===== src/rtl/ones_counter_seq.sv =====
// ones_counter_seq: sequential population counter with valid/ready handshakes.
// Accepts a WIDTH-bit word and counts its set bits, CHUNK bits per clock.
// It then holds the count until the consumer accepts it.
// With WIDTH=15 it drops into datapaths built around the combinational OC15.
// Optional feature macro: ONES_COUNTER_THRESH_EN.
// When this macro is defined, the block adds a thresh input and an at_least output.
// at_least reports whether the count is >= the threshold sampled at accept.
module ones_counter_seq #(
    parameter int unsigned WIDTH = 15,
    parameter int unsigned CHUNK = 4,
    localparam int unsigned CW = $clog2(WIDTH + 1)
) (
    input  logic             clk,
    input  logic             rst_n,
    input  logic             in_valid,
    output logic             in_ready,
    input  logic [WIDTH-1:0] in_data,
    output logic             out_valid,
    input  logic             out_ready,
    output logic [CW-1:0]    out_count,
    output logic             busy
`ifdef ONES_COUNTER_THRESH_EN
    ,
    input  logic [CW-1:0]    thresh,
    output logic             at_least
`endif
);

    // Number of COUNT cycles, and the padded shift-register width.
    localparam int unsigned STEPS = (WIDTH + CHUNK - 1) / CHUNK;
    localparam int unsigned PW    = STEPS * CHUNK;
    localparam int unsigned SW    = (STEPS > 1) ? $clog2(STEPS) : 1;
    localparam logic [SW-1:0] LAST_STEP = SW'(STEPS - 1);

    typedef enum logic [1:0] {
        IDLE,
        COUNT,
        HOLD
    } state_t;

    state_t          state;
    state_t          state_nxt;

    logic [PW-1:0]   shreg;
    logic [CW-1:0]   acc;
    logic [SW-1:0]   step;
    logic [CW-1:0]   chunk_pop;
    logic [CW-1:0]   sum;
    logic            accept;
    logic            last_step;

`ifdef ONES_COUNTER_THRESH_EN
    logic [CW-1:0]   thresh_q;
`endif

    // State register; reset abandons any word in flight.
    always_ff @(posedge clk or negedge rst_n) begin
        if (!rst_n) begin
            state <= IDLE;
        end else begin
            state <= state_nxt;
        end
    end

    // Next-state and handshake outputs, decoded from the current state.
    always_comb begin
        state_nxt = state;
        in_ready  = 1'b0;
        out_valid = 1'b0;
        busy      = 1'b0;
        case (state)
            IDLE: begin
                in_ready = 1'b1;
                if (in_valid) begin
                    state_nxt = COUNT;
                end
            end
            COUNT: begin
                busy = 1'b1;
                if (last_step) begin
                    state_nxt = HOLD;
                end
            end
            HOLD: begin
                busy      = 1'b1;
                out_valid = 1'b1;
                if (out_ready) begin
                    state_nxt = IDLE;
                end
            end
            default: begin
                state_nxt = IDLE;
            end
        endcase
    end

    assign accept    = (state == IDLE) && in_valid;
    assign last_step = (state == COUNT) && (step == LAST_STEP);

    // Popcount of the chunk currently at the bottom of the shift register.
    always_comb begin
        chunk_pop = '0;
        for (int unsigned i = 0; i < CHUNK; i++) begin
            chunk_pop = chunk_pop + CW'(shreg[i]);
        end
    end

    // The accumulator cannot overflow: the total never exceeds WIDTH.
    assign sum = acc + chunk_pop;

    // Datapath: load on accept, then shift/accumulate one chunk per cycle.
    // The word is zero-extended to PW, so a short final chunk only adds zeros.
    // out_count is only written on the last step and keeps its value afterwards.
    always_ff @(posedge clk or negedge rst_n) begin
        if (!rst_n) begin
            shreg     <= '0;
            acc       <= '0;
            step      <= '0;
            out_count <= '0;
`ifdef ONES_COUNTER_THRESH_EN
            thresh_q  <= '0;
            at_least  <= 1'b0;
`endif
        end else if (accept) begin
            shreg     <= PW'(in_data);
            acc       <= '0;
            step      <= '0;
`ifdef ONES_COUNTER_THRESH_EN
            thresh_q  <= thresh;
`endif
        end else if (state == COUNT) begin
            shreg     <= shreg >> CHUNK;
            acc       <= sum;
            step      <= step + SW'(1);
            if (last_step) begin
                out_count <= sum;
`ifdef ONES_COUNTER_THRESH_EN
                at_least  <= (sum >= thresh_q);
`endif
            end
        end
    end

endmodule


===== config.mk =====
export PLATFORM = sky130hd
export DESIGN_NAME = ones_counter_seq
export DESIGN_NICKNAME = d
export VERILOG_FILES = /design/src/rtl/ones_counter_seq.sv
export SDC_FILE = /design/constraint.sdc
export NUM_CORES = 1
export LEC_CHECK = 0
export CORE_MARGIN = 2
export CORE_UTILIZATION = 61
export DETAILED_ROUTE_END_ITERATION = 8
export DONT_BUFFER_PORTS = 1
export PLACE_DENSITY = 0.77
export SLEW_MARGIN = 25
export SYNTH_ARGS = -nofsm -noshare
export SYNTH_HDL_FRONTEND = slang
export SYNTH_SLANG_ARGS = --single-unit

===== constraint.sdc =====
create_clock -name clk -period 2.5 [get_ports clk]
set_clock_uncertainty 0.1 [all_clocks]
set_input_delay 0.5 -clock clk [delete_from_list [all_inputs] [get_ports clk]]
set_output_delay 0.5 -clock clk [all_outputs]
set_load 0.05 [all_outputs]

==> flow_summary_export.csv, run 1 <==
group,metric,value,unit
sta,rsz0062_at_grt,"no",
sta,fin_crit_sh,94.26,%
hold_path,holdCritPathClass,"input port to register",
setup_path,cp_slowest_cell,"fa_1",
logic_synthesis,ys_async_sr_fraction,100.0,%
logic_synthesis,synthTopCellsByCount,"27 x dfrtp_1, 21 x nand2_1, 16 x o21ai_0",
power_and_ir_drop,p_per_area,1417,nW/um2
place,dpl_cell_area,1360,um2
global_route,antenna_found_initial,0,
die,core_area,2022,um2
setup_path,crit_arrival,2490,ps
logic_synthesis,synth_most_common_cell,"dfrtp_1",
logic_synthesis,synthFlopType,"dfrtp_1",
cts,root_buffer,"clkbuf_4",
setup_path,cp.required,2630,ps
setup_path,reg2regPathDepth,5,
die,ios,26,
drt,ant_nets,0,
global_route,grt_pass1_wl,3912,um
final_layout,fin_cells,152,
global_route,grt_max_degree,36,
global_route,grt_pass1_vias,846,
drt,viasPerCell,5.691,
sta,worstMarginPinSlew,525.7,ps
cts,clockBufferDepth,2,
drt,routed_wl,2292,um
setup_path,worst_path_largest_cell_delay,500,ps
power_and_ir_drop,total_power,2.007,mW
sta,min_period,2357,ps
sta,final_hold_viol_count,0,
drt,drc,0,
power_and_ir_drop,max-vdd-ir-drop,1.383,mV
logic_synthesis,yosysSeqAreaShare,50.47,%
drt,via_count,865,
sta,setup_viol,0,
sta,fin_ws,143.4,ps
setup_path,reg2reg_slack,140,ps
outcome,outcome,"completed",
cts,cts.sinks,27,
hold_path,hold_depth,2,
cts,cts_tree,"yes",
logic_synthesis,syn_avg_cell_area,10.97,um2
logic_synthesis,syn_inst,122,
drt,wire_per_inst,15.08,um
logic_synthesis,syn-cell-area,1339,um2
place,dpl.hpwl,1681,um
drt,drtIter0Drc,26,
setup_path,crit_path_cell_trace,"fa_1 -> fa_1 -> fa_1 -> xor2_1 -> mux2_2",
logic_synthesis,yosysWarningCount,0,
final_layout,fin_area,1416,um2
run,cap_violations,0,
die,rows,16,
logic_synthesis,ys_ff_latch,27,
global_route,grt_remaining_overflow,0,
place,dp_cells,146,
place,gp_congestion,0.6902,
logic_synthesis,post-synth-top-area-fraction,50.47,%
logic_synthesis,yosys-top-cells-area,"dfrtp_1 50%, mux2i_1 11%, o21ai_0 6.0%",
cts,clk_pin_slew_worst_paths,140,ps
logic_synthesis,yosys.cell_types.count,24,
cts,insertion_delay,320,ps
setup_path,critPathMaxFanout,2,
final_layout,diodes,0,
logic_synthesis,synth_fp_nets,149,
global_route,grt_util_all_layers,21.25,%
die,initial_utilization,66.21,%
setup_path,cp-start-kind,"register",
place,dpl_worst_slack,147.4,ps
hold_path,holdPathEnd,"shreg[14]$_DFFE_PN0P_",
cts,cts_made_buffers,3,
sta,relSlewSlack,64.96,%
die,dieHeight,50.85,um
setup_path,crit_type,"register to register",
sta,tns,0,ps
drt,first_pass_iters,4,
hold_path,hold_start,"in_data[14]",
final_layout,area_growth,5.795,%
final_layout,nets,153,
place,io_buffers,0,
power_and_ir_drop,power_leakage,0.6507,nW
cts,ctsHtreeMaxLevel,1,
logic_synthesis,synth_edf_count,0,
setup_path,crit_path_end_kind,"register",
setup_path,r2r-start,"shreg[0]$_DFFE_PN0P_",
die,die-width,50.85,um
setup_path,cp_common_cell,"fa_1",
logic_synthesis,yosysTopAreaCell,"dfrtp_1",
sta,drv_slew,0,
setup_path,reg2reg_to,"out_count[2]$_DFFE_PN0P_",
final_layout,drive_gt1_share,8.800,%
die,dieArea,2585,um2
sta,max_freq,424.3,MHz
## routing by layer
metal | up-vias | GRT usage, % | part of all wire, %
met1 | 414 | 29.44 | 46
met3 | 4 | 6.140 | 5.7
li1 | 420 | - | -
met2 | 27 | 32.68 | 48
met4 | 0 | 6.757 | 1.0
met5 | - | 0 | 0
## per-stage QoR
| step | util [%] | hold WS [ps] |
|---|---|---|
| after CTS | 70.05 | 173.7 |
| final | 70.05 | 190.9 |
| after detailed placement | 67.26 | 105.0 |
| after global routing | 70.05 | 169.3 |
| after floorplan | - | 104.4 |
| after global placement | 67.26 | 105.0 |
## worst max-delay path by stage
stage	from	to	slack (ps)	depth (start not counted)
finish	shreg[0]$_DFFE_PN0P_	out_count[2]$_DFFE_PN0P_	140	5
global route	shreg[0]$_DFFE_PN0P_	out_count[2]$_DFFE_PN0P_	80	5
CTS	shreg[0]$_DFFE_PN0P_	out_count[2]$_DFFE_PN0P_	130	5
detailed placement	shreg[0]$_DFFE_PN0P_	out_count[2]$_DFFE_PN0P_	150	5
global placement	shreg[0]$_DFFE_PN0P_	out_count[2]$_DFFE_PN0P_	180	5
floorplan	shreg[0]$_DFFE_PN0P_	out_count[2]$_DFFE_PN0P_	220	5
## kinds of logic after synthesis
kind of cell    share of synthesized area (%)
flops                                   50.47
xor+xnor                                1.963
fa+ha+maj                               9.159
buf+inv                                 4.580
compound gates                          9.346
mux                                     14.58
simple gates                            9.908
## timing repair
item / in CTS / in global routing
buffers inserted: 0 / 0
hold buffers: 2 / 0
endpoints found under the hold margin: 27 / 0
gates resized for setup: 0 / 0
## layout by cell type, fill, tap and decap left out
| master | count |
|---|---|
| xnor2_1 | 2 |
| nand2b_1 | 1 |
| ha_1 | 5 |
| dlygate4sd3_1 | 1 |
| mux2_1 | 1 |
| a222oi_1 | 1 |
| nor2_1 | 5 |
| xor2_1 | 1 |
| nand2_1 | 21 |
| o21ai_0 | 16 |
| o41ai_1 | 1 |
| nor3_4 | 1 |
| mux2_2 | 3 |
| a21oi_1 | 1 |
| clkbuf_4 | 3 |
| clkbuf_1 | 1 |
| a31oi_1 | 2 |
| buf_12 | 1 |
| fa_1 | 3 |
| or3_1 | 1 |
| buf_4 | 3 |
| inv_1 | 7 |
| and2_1 | 1 |
| o311ai_0 | 1 |
| dfrtp_1 | 27 |
| mux2i_1 | 15 |
## cell type report
cell class / count / area [um2]
clock buffers: 4 / 26.28
fillers: 150 / 605.6
well taps: 27 / 33.78
multi-input cells: 82 / 601.8
flip-flops and latches: 27 / 675.6
repair buffers: 5 / 52.55
inverters: 7 / 26.28
## where the power goes
part           switching (mW)  internal (mW)  total [mW]
combinational           0.572          0.395       0.967
sequential              0.227          0.627       0.855
clock                   0.123         0.0626       0.185
## flip-flops by register name (all words and copies together), names as in the netlist
signal / count
acc: 4
out_count: 4
shreg: 15
state: 2
step: 2
## worst max-delay path: cells and delay by family (launching register included)
kind | cells | cell delay [ps]
DFF | 1 | 430
xor gates and xnor gates | 1 | 150
muxes | 1 | 250
adders and majority gates | 3 | 1330
Note: power is estimated with default switching activity, not from simulation.
==> run 2: changes to the inputs <==
--- a/config.mk
+++ b/config.mk
@@ -7,9 +7,11 @@
 export LEC_CHECK = 0
 export CORE_MARGIN = 2
 export CORE_UTILIZATION = 61
+export CTS_BUF_LIST = sky130_fd_sc_hd__clkbuf_16
 export DETAILED_ROUTE_END_ITERATION = 8
 export DONT_BUFFER_PORTS = 1
 export PLACE_DENSITY = 0.77
+export SETUP_SLACK_MARGIN = 0.5
 export SLEW_MARGIN = 25
 export SYNTH_ARGS = -nofsm -noshare
 export SYNTH_HDL_FRONTEND = slang
==> run 2 against run 1 <==
Against the previous run: cell area up 8.0%; utilization up 5.6 points; combinational power grew 20%; fmax is 4.3% higher; flip-flop and latch count stayed put; via count rose by 4.2%; sequential share of layout area shrank 3.5 points; clock power up 96%; routed wire length grew 16%; hold slack improved by 67 ps; die area unchanged; critical endpoint unchanged.
==> flow_summary_export.csv, run 2 (same netlist as run 1, synthesis figures left out) <==
group,metric,value,unit
final_layout,fin_cells,154,
sta,tns,0,ps
setup_path,cp_slowest_cell,"fa_2",
setup_path,worst_path_largest_cell_delay,500,ps
place,io_buffers,0,
final_layout,final-seq-area,675.6,um2
run,cap_violations,0,
cts,clk_pin_slew_worst_paths,70,ps
die,core_area,2022,um2
power_and_ir_drop,power_leakage,0.6870,nW
setup_path,worst_path_dominant_cell_family,"adder cells",
final_layout,area_growth,14.30,%
cts,clockBufferDepth,2,
drt,routed_wl,2666,um
setup_path,cp_common_cell,"fa_2",
setup_path,crit_path_end_kind,"register",
final_layout,final_cell_mix,"27 x dfrtp_1, 20 x nand2_1, 15 x mux2i_1, 15 x o21ai_0, 7 x inv_1",
sta,final_hold_viol_count,0,
sta,holdWs,257.9,ps
drt,drtIter0Drc,37,
cts,insertion_delay,260,ps
setup_path,crit_arrival,2310,ps
setup_path,r2r-start,"shreg[0]$_DFFE_PN0P_",
global_route,grt_max_degree,36,
cts,ctsHtreeMaxLevel,1,
drt,ant_nets,0,
setup_path,reg2regPathDepth,5,
hold_path,holdPathEnd,"shreg[11]$_DFFE_PN0P_",
place,dpl_worst_slack,273.9,ps
power_and_ir_drop,p_per_area,1565,nW/um2
sta,drv_slew,0,
setup_path,crit_path_cell_trace,"fa_2 -> fa_2 -> fa_2 -> xor2_1 -> mux2_2",
global_route,grt_remaining_overflow,0,
place,dp_cells,146,
setup_path,cp-start-kind,"register",
final_layout,regMostFlops,"shreg",
final_layout,largest_reg_flops,15,
outcome,outcome,"completed",
setup_path,reg2reg_slack,240,ps
sta,setup_viol,0,
sta,max_freq,442.5,MHz
hold_path,hold_start,"in_data[11]",
final_layout,nets,155,
place,dpl.hpwl,1661,um
power_and_ir_drop,max-vdd-ir-drop,1.153,mV
drt,via_count,901,
final_layout,final_common_cell,"dfrtp_1",
die,rows,16,
drt,drc,0,
hold_path,holdCritPathClass,"input port to register",
final_layout,multi_input_area,644.4,um2
sta,min_period,2260,ps
die,dieArea,2585,um2
final_layout,drive_gt1_share,17.32,%
global_route,grt_pass1_wl,4271,um
sta,fin_ws,240.2,ps
cts,root_buffer,"clkbuf_16",
setup_path,timing.critical_path.buf_inv,0,
cts,cts.sinks,27,
sta,relSlewSlack,64.89,%
setup_path,cp.required,2550,ps
setup_path,crit_type,"register to register",
drt,first_pass_iters,4,
die,die-width,50.85,um
sta,rsz0062_at_grt,"yes",
sta,worstMarginPinSlew,526.6,ps
global_route,grt_util_all_layers,22.49,%
drt,wire_per_inst,17.31,um
place,gp_congestion,0.7041,
cts,cts_made_buffers,3,
global_route,grt_pass1_vias,923,
hold_path,hold_depth,2,
global_route,antenna_found_initial,0,
sta,fin_crit_sh,90.39,%
cts,cts_tree,"yes",
setup_path,critPathMaxFanout,2,
final_layout,diodes,0,
die,dieHeight,50.85,um
setup_path,reg2reg_to,"out_count[2]$_DFFE_PN0P_",
die,ios,26,
final_layout,reg_top3,"shreg (15), acc (4), out_count (4)",
final_layout,nFillCells,138,
drt,viasPerCell,5.851,
die,initial_utilization,66.21,%
-- run 2: area by class of cell --
type                            count  share of cell area (%)
Clock inverter                      1                  0.4906
Clock buffer                        3                   4.906
Tap cell                           27                   2.208
Sequential cell                    27                   44.15
Timing Repair Buffer                7                   4.415
Multi-Input combinational cell     82                   42.11
Inverter                            7                   1.717
-- run 2: worst max-delay path by stage --
stage	startpoint	to	slack [ps]	depth (start not counted)
CTS	shreg[0]$_DFFE_PN0P_	out_count[2]$_DFFE_PN0P_	240	5
detailed placement	shreg[0]$_DFFE_PN0P_	out_count[2]$_DFFE_PN0P_	270	5
global route	shreg[0]$_DFFE_PN0P_	out_count[2]$_DFFE_PN0P_	190	5
finish	shreg[0]$_DFFE_PN0P_	out_count[2]$_DFFE_PN0P_	240	5
floorplan	shreg[0]$_DFFE_PN0P_	out_count[2]$_DFFE_PN0P_	320	5
global placement	shreg[0]$_DFFE_PN0P_	out_count[2]$_DFFE_PN0P_	290	5
-- run 2: per-stage QoR --
step                utilization [%]  instance area, um2  power, mW
detailed placement            67.51                1365      1.842
finish                        75.68                1530      2.395
global placement              67.51                1365      1.786
CTS                           73.89                1494      2.274
global route                  75.68                1530      2.556
floorplan                         -                1344      1.668
-- run 2: worst reg2reg max path, stage by stage, from the launching register on --
cell	delay, ps
dfrtp_1	400
fa_2	500
fa_2	380
fa_2	360
xor2_1	150
mux2_2	250
-- run 2: power breakdown --
group          leakage (nW)  internal, mW  total, mW  switching (mW)
Sequential            0.344         0.630      0.872           0.242
Clock                0.0371         0.217      0.362           0.145
Combinational         0.306         0.498       1.16           0.663
-- run 2: layer usage --
metal | up-vias | GRT usage [%] | share of wire, %
li1 | 421 | - | -
met1 | 443 | 31.86 | 47
met2 | 35 | 34.87 | 48
met3 | 2 | 4.386 | 5.0
met4 | 0 | 8.108 | 0.71
met5 | - | 0 | 0
-- run 2: what timing repair did --
item / CTS / global route
hold endpoints to repair: 27 / 0
resized for setup: 4 / 6
setup buffers: 1 / 1
setup endpoints to repair: 7 / 7
hold buffers: 2 / 0
pin swaps: 0 / 3
